$ cat src/rtl/cpu_defs.sv
// Shared CPU front-end definitions: datapath widths and the fetch entry record
// carried from the instruction cache through the fetch queue to decode.
package cpu_defs;

  localparam int INST_W      = 32;
  localparam int PC_W        = 32;
  localparam int FETCH_WIDTH = 2;
  localparam int ISSUE_WIDTH = 2;

  typedef struct packed {
    logic [INST_W-1:0] inst;
    logic [PC_W-1:0]   pc;
  } fetch_entry_t;

endpackage

$ cat src/rtl/inst_fetch_queue.sv
// Dual-issue instruction buffer between the I-cache fetch outputs and decode:
// accepts 0-2 instructions per cycle and presents the two oldest to decode.
module inst_fetch_queue
  import cpu_defs::*;
#(
  parameter int DEPTH = 16,
  parameter int PTR_W = 4
) (
  input  logic              clk,
  input  logic              rst,
  input  logic              flush,
  input  logic              push1,
  input  logic              push2,
  input  logic [INST_W-1:0] push_inst1,
  input  logic [INST_W-1:0] push_inst2,
  input  logic [PC_W-1:0]   push_pc1,
  input  logic              pop1,
  input  logic              pop2,
  output logic              out_valid1,
  output logic              out_valid2,
  output logic [INST_W-1:0] out_inst1,
  output logic [INST_W-1:0] out_inst2,
  output logic [PC_W-1:0]   out_pc1,
  output logic [PC_W-1:0]   out_pc2,
  output logic              full,
  output logic              empty,
  output logic [PTR_W:0]    count
);

  fetch_entry_t     mem [DEPTH];
  logic [PTR_W-1:0] head;
  logic [PTR_W-1:0] tail;
  logic [PTR_W-1:0] head_p1;
  logic [PTR_W-1:0] tail_p1;
  logic [PTR_W:0]   cnt;
  logic [1:0]       npush_req;
  logic [1:0]       npush;
  logic [1:0]       npop;
  logic [PTR_W+1:0] free_slots;

  assign head_p1 = head + PTR_W'(1);
  assign tail_p1 = tail + PTR_W'(1);

  assign out_valid1 = (cnt != '0);
  assign out_valid2 = (cnt >= (PTR_W+1)'(2));
  assign out_inst1  = mem[head].inst;
  assign out_pc1    = mem[head].pc;
  assign out_inst2  = mem[head_p1].inst;
  assign out_pc2    = mem[head_p1].pc;
  assign full       = (cnt > (PTR_W+1)'(DEPTH - 2));
  assign empty      = (cnt == '0);
  assign count      = cnt;

  // Space freed by this cycle's pops is reusable immediately, so an
  // over-eager producer only loses the pushes that truly do not fit.
  always_comb begin
    npush_req  = {1'b0, push1} + {1'b0, push1 & push2};
    npop       = {1'b0, pop1 & out_valid1} + {1'b0, pop1 & pop2 & out_valid2};
    free_slots = (PTR_W+2)'(DEPTH) - {1'b0, cnt} + {{PTR_W{1'b0}}, npop};
    npush      = npush_req;
    if (free_slots < {{PTR_W{1'b0}}, npush_req}) begin
      npush = free_slots[1:0];
    end
  end

  always_ff @(posedge clk) begin
    if (rst || flush) begin
      head <= '0;
      tail <= '0;
      cnt  <= '0;
    end else begin
      head <= head + PTR_W'(npop);
      tail <= tail + PTR_W'(npush);
      cnt  <= cnt + (PTR_W+1)'(npush) - (PTR_W+1)'(npop);
    end
  end

  // NOTE: the storage array has no reset; entries are only observed when the
  // registered count marks them valid, so clearing them would be wasted logic.
  always_ff @(posedge clk) begin
    if (!rst && !flush) begin
      if (npush != 2'd0) begin
        mem[tail] <= '{inst: push_inst1, pc: push_pc1};
      end
      if (npush == 2'd2) begin
        mem[tail_p1] <= '{inst: push_inst2, pc: push_pc1 + PC_W'(4)};
      end
    end
  end

endmodule

$ cat config.mk
export PLATFORM = sky130hd
export DESIGN_NAME = inst_fetch_queue
export DESIGN_NICKNAME = d
export VERILOG_FILES = /design/src/rtl/cpu_defs.sv /design/src/rtl/inst_fetch_queue.sv
export SDC_FILE = /design/constraint.sdc
export NUM_CORES = 2
export LEC_CHECK = 0
export CORE_MARGIN = 2
export CORE_UTILIZATION = 41
export CTS_CLUSTER_DIAMETER = 50
export DETAILED_ROUTE_END_ITERATION = 8
export RECOVER_POWER = 50
export SLEW_MARGIN = 5
export SYNTH_ARGS = -nofsm -noshare
export SYNTH_HDL_FRONTEND = slang
export SYNTH_SLANG_ARGS = --single-unit
$ cat constraint.sdc
create_clock -name clk -period 11.75 [get_ports clk]
set_clock_uncertainty 0.1 [all_clocks]
set_input_delay 2.9375 -clock clk [delete_from_list [all_inputs] [get_ports clk]]
set_output_delay 2.9375 -clock clk [all_outputs]
set_load 0.01 [all_outputs]
==> flow_metrics.py <==
metrics = {
    "status": {
        "status": "finished, violations left",
        "violations": "capacitance limit, slew limit",
    },
    "critical_path": {
        "arrival_ns": 10.27,
        "ff2ff_setup_slack_ns": 3.12,
        "critPathLaunchType": "primary input",
        "critPathKind": "primary input to flip-flop",
        "r2r-start": "count[4]",
        "r2r_cells": 18,
        "r2r_end": "mem[10][39]",
        "critPathMaxFanout": 41,
        "cp.required_ns": 12.05,
        "end_kind": "flip-flop",
    },
    "detailed_routing": {
        "routed_wl_um": 200000,
        "num_vias": 38323,
        "ant_nets": 0,
        "drt_iter0_markers": 4134,
        "drt_pre_antenna_iters": 5,
        "wl_per_cell_um": 33.1,
        "routed_via_density": 6.35,
        "drc": 0,
    },
    "pwr": {
        "finalPower_mw": 11.7,
        "switching_share_pct": 29.4,
        "peakVddDrop_mv": 0.147,
        "power_density_nw_per_um2": 165,
        "clockPowerShare_pct": 35.5,
        "power_frac_comb_pct": 28.4,
        "internal_power_mw": 8.24,
        "cellLeakagePower_nw": 20.9,
        "power_frac_seq_pct": 36.1,
        "power_switching_mw": 3.44,
    },
    "floorplanning": {
        "ioPinCount": 240,
        "core_sq_um": 152000,
        "die-height_um": 396,
        "core.rowCount": 143,
        "dieArea_sq_um": 157000,
        "initial_utilization_pct": 41.4,
        "dieWidth_um": 396,
    },
    "clock_network": {
        "postCtsResizedCells": 0,
        "cts_sinks": 1037,
        "ctsHoldBuffers": 0,
        "post_cts_buffers": 0,
        "htree_levels": 4,
        "clock_latency_ns": 0.78,
        "clkTransAtPathRegs_ns": 0.06,
        "root_buffer": "clkbuf_16",
        "cts_tree": "done",
        "cts_buffers": 139,
        "cts_buffer_depth": 3,
    },
    "timing": {
        "timing.final.ws_setup_ns": 1.77,
        "tns_ns": 0,
        "maxSlewHeadroom_pct": -189,
        "finalHoldViolCount": 0,
        "drv_slew": 691,
        "fmax_mhz": 100,
        "setup_viol": 0,
        "tightest_slew_ns": 4.29,
        "period_share_pct": 84.9,
        "fin_crit_ns": 9.98,
        "rsz0062_at_grt": "no",
    },
    "logic_synthesis": {
        "synthFlopType": "edfxtp_1",
        "synth.area.top_cells": "edfxtp_1, mux4_2, mux2_2, xnor2_1, o211ai_1",
        "netlist.area_leader.share_pct": 48.8,
        "synth_edf_count": 1024,
        "ys_types": 66,
        "synth_nets": 3979,
        "synth_cells": 3851,
        "ys_ff_latch": 1037,
        "synth_top_area_cell": "edfxtp_1",
        "async_flop_share_pct": 0,
        "synth_area_per_cell_sq_um": 16.4,
        "syn_area_sq_um": 63000,
        "ys_seq_area_share_pct": 49.2,
        "synth_warnings": 0,
    },
    "hold_path": {
        "min_to": "head[3]",
        "hold_class": "flip-flop to flip-flop",
        "whs_path_depth": 2,
        "min-delay-start": "head[3]",
    },
    "cells_and_area": {
        "drive_gt1_share_pct": 36.8,
        "postLayoutCellArea_sq_um": 70900,
        "mostFrequentLayoutCells": "edfxtp_1, mux4_2, mux2_2",
        "fill_cells": 13117,
        "area_growth_pct": 12.6,
        "final_core_util_pct": 46.6,
        "layout_commonest_cell": "edfxtp_1",
        "nets": 4014,
    },
    "placed_design": {
        "numPortBuffers": 239,
        "place.gp.congestion": 0.800,
        "pre_cts_ws_ns": 2.69,
        "placed_cell_area_sq_um": 67000,
        "place_hpwl_um": 112000,
    },
    "global_routing": {
        "antenna_found_initial": 12,
        "grt_overflow": 0,
        "grt_pass1_wl_um": 288000,
        "grt_max_degree": 136,
        "grt_usage_pct": 25.4,
        "grt_pass1_vias": 39316,
    },
    "flow_run": {
        "maxCapViolations": 24,
    },
}
[critical path, cell delays in order]
cell	delay, ns
dlygate4sd3_1	0.54
and3_1	0.15
ha_1	0.35
inv_1	0.14
ha_1	0.16
inv_1	0.05
fa_1	0.43
and2_0	0.18
o21ai_0	0.28
a32o_2	0.66
nand3_4	0.31
o22ai_1	0.27
clkbuf_1	2.50
o21bai_4	0.48
buf_4	0.75
[cell usage after synthesis (all sizes together), types with 2 or more instances]
library cell / number
nand2b: 3
mux4: 640
nor3: 7
mux2: 529
edfxtp: 1024
a211oi: 51
or3: 2
or2: 4
fa: 5
clkbuf: 265
o22ai: 6
buf: 207
nand2: 30
o21ai: 219
nor4: 10
a21oi: 9
o211ai: 203
inv: 15
nand4: 3
and2b: 2
o21bai: 7
a32o: 2
and3: 13
and4: 9
nand3: 17
nor2: 34
and2: 12
nor2b: 9
xnor2: 421
ha: 20
dfxtp: 13
xor2: 53
[kinds of logic (layout without fill, tap and decap cells)]
family	after synthesis	in the layout	synth area share [%]
buf+inv	487	633	3.76
mux	1169	1169	32.8
fa+ha+maj	25	25	0.556
flops	1037	1037	49.2
other cells	0	4	0
simple gates	157	157	1.71
compound gates	502	502	5.42
xor+xnor	474	474	6.59
[final cells by class]
type	count	area [sq um]	area share (%)
flip-flops and latches	1037	31000	43.7
multi-input cells	2327	29500	41.6
clock buffers	171	3660	5.16
repair buffers	366	3340	4.70
well taps	2030	2540	3.58
clock inverters	81	786	1.11
inverters	15	56.3	0.0794
diodes	4	10.0	0.0141
[sequential cells by signal (all words and copies together) (netlist names)]
signal	count
head	4
mem	1024
count	5
tail	4
[metrics by stage]
stage | hold WS [ns] | cells
final | 0.658 | 6031
after global routing | 0.723 | 6030
after CTS | 0.674 | 6027
after detailed placement | 0.657 | 5775
after global placement | 0.652 | 5775
after floorplan | 0.460 | 3851
[worst max path at each step]
stage | slack, ns | to | from
2_1_floorplan | 1.18 | mem[2][0] | pop2
3_3_place_gp | 2.72 | mem[12][50] | pop2
3_5_place_dp | 2.69 | mem[12][50] | pop1
4_1_cts | 3.43 | out_inst2[4] | head[0]
5_1_grt | 1.65 | mem[15][36] | pop1
6_report | 1.77 | mem[10][39] | pop1
[layer usage]
layer | routed length (um) | track usage [%] | up-vias
li1 | - | - | 15744
met1 | 81200 | 34.4 | 20545
met2 | 97400 | 41.2 | 1665
met3 | 14500 | 4.46 | 361
met4 | 6470 | 8.66 | 8
met5 | 47 | 0 | -
[power groups by stage]
| stage | logic, mW | registers [mW] | clock network (mW) |
|---|---|---|---|
| 6_report | 3.32 | 4.22 | 4.15 |
| 5_1_grt | 3.49 | 4.23 | 4.34 |
| 4_1_cts | 3.40 | 4.22 | 4.21 |
| 3_5_place_dp | 3.38 | 4.30 | 0 |
| 3_3_place_gp | 3.37 | 4.29 | 0 |
| 2_1_floorplan | 2.28 | 4.26 | 0 |
Note: power is estimated with default switching activity, not from simulation.
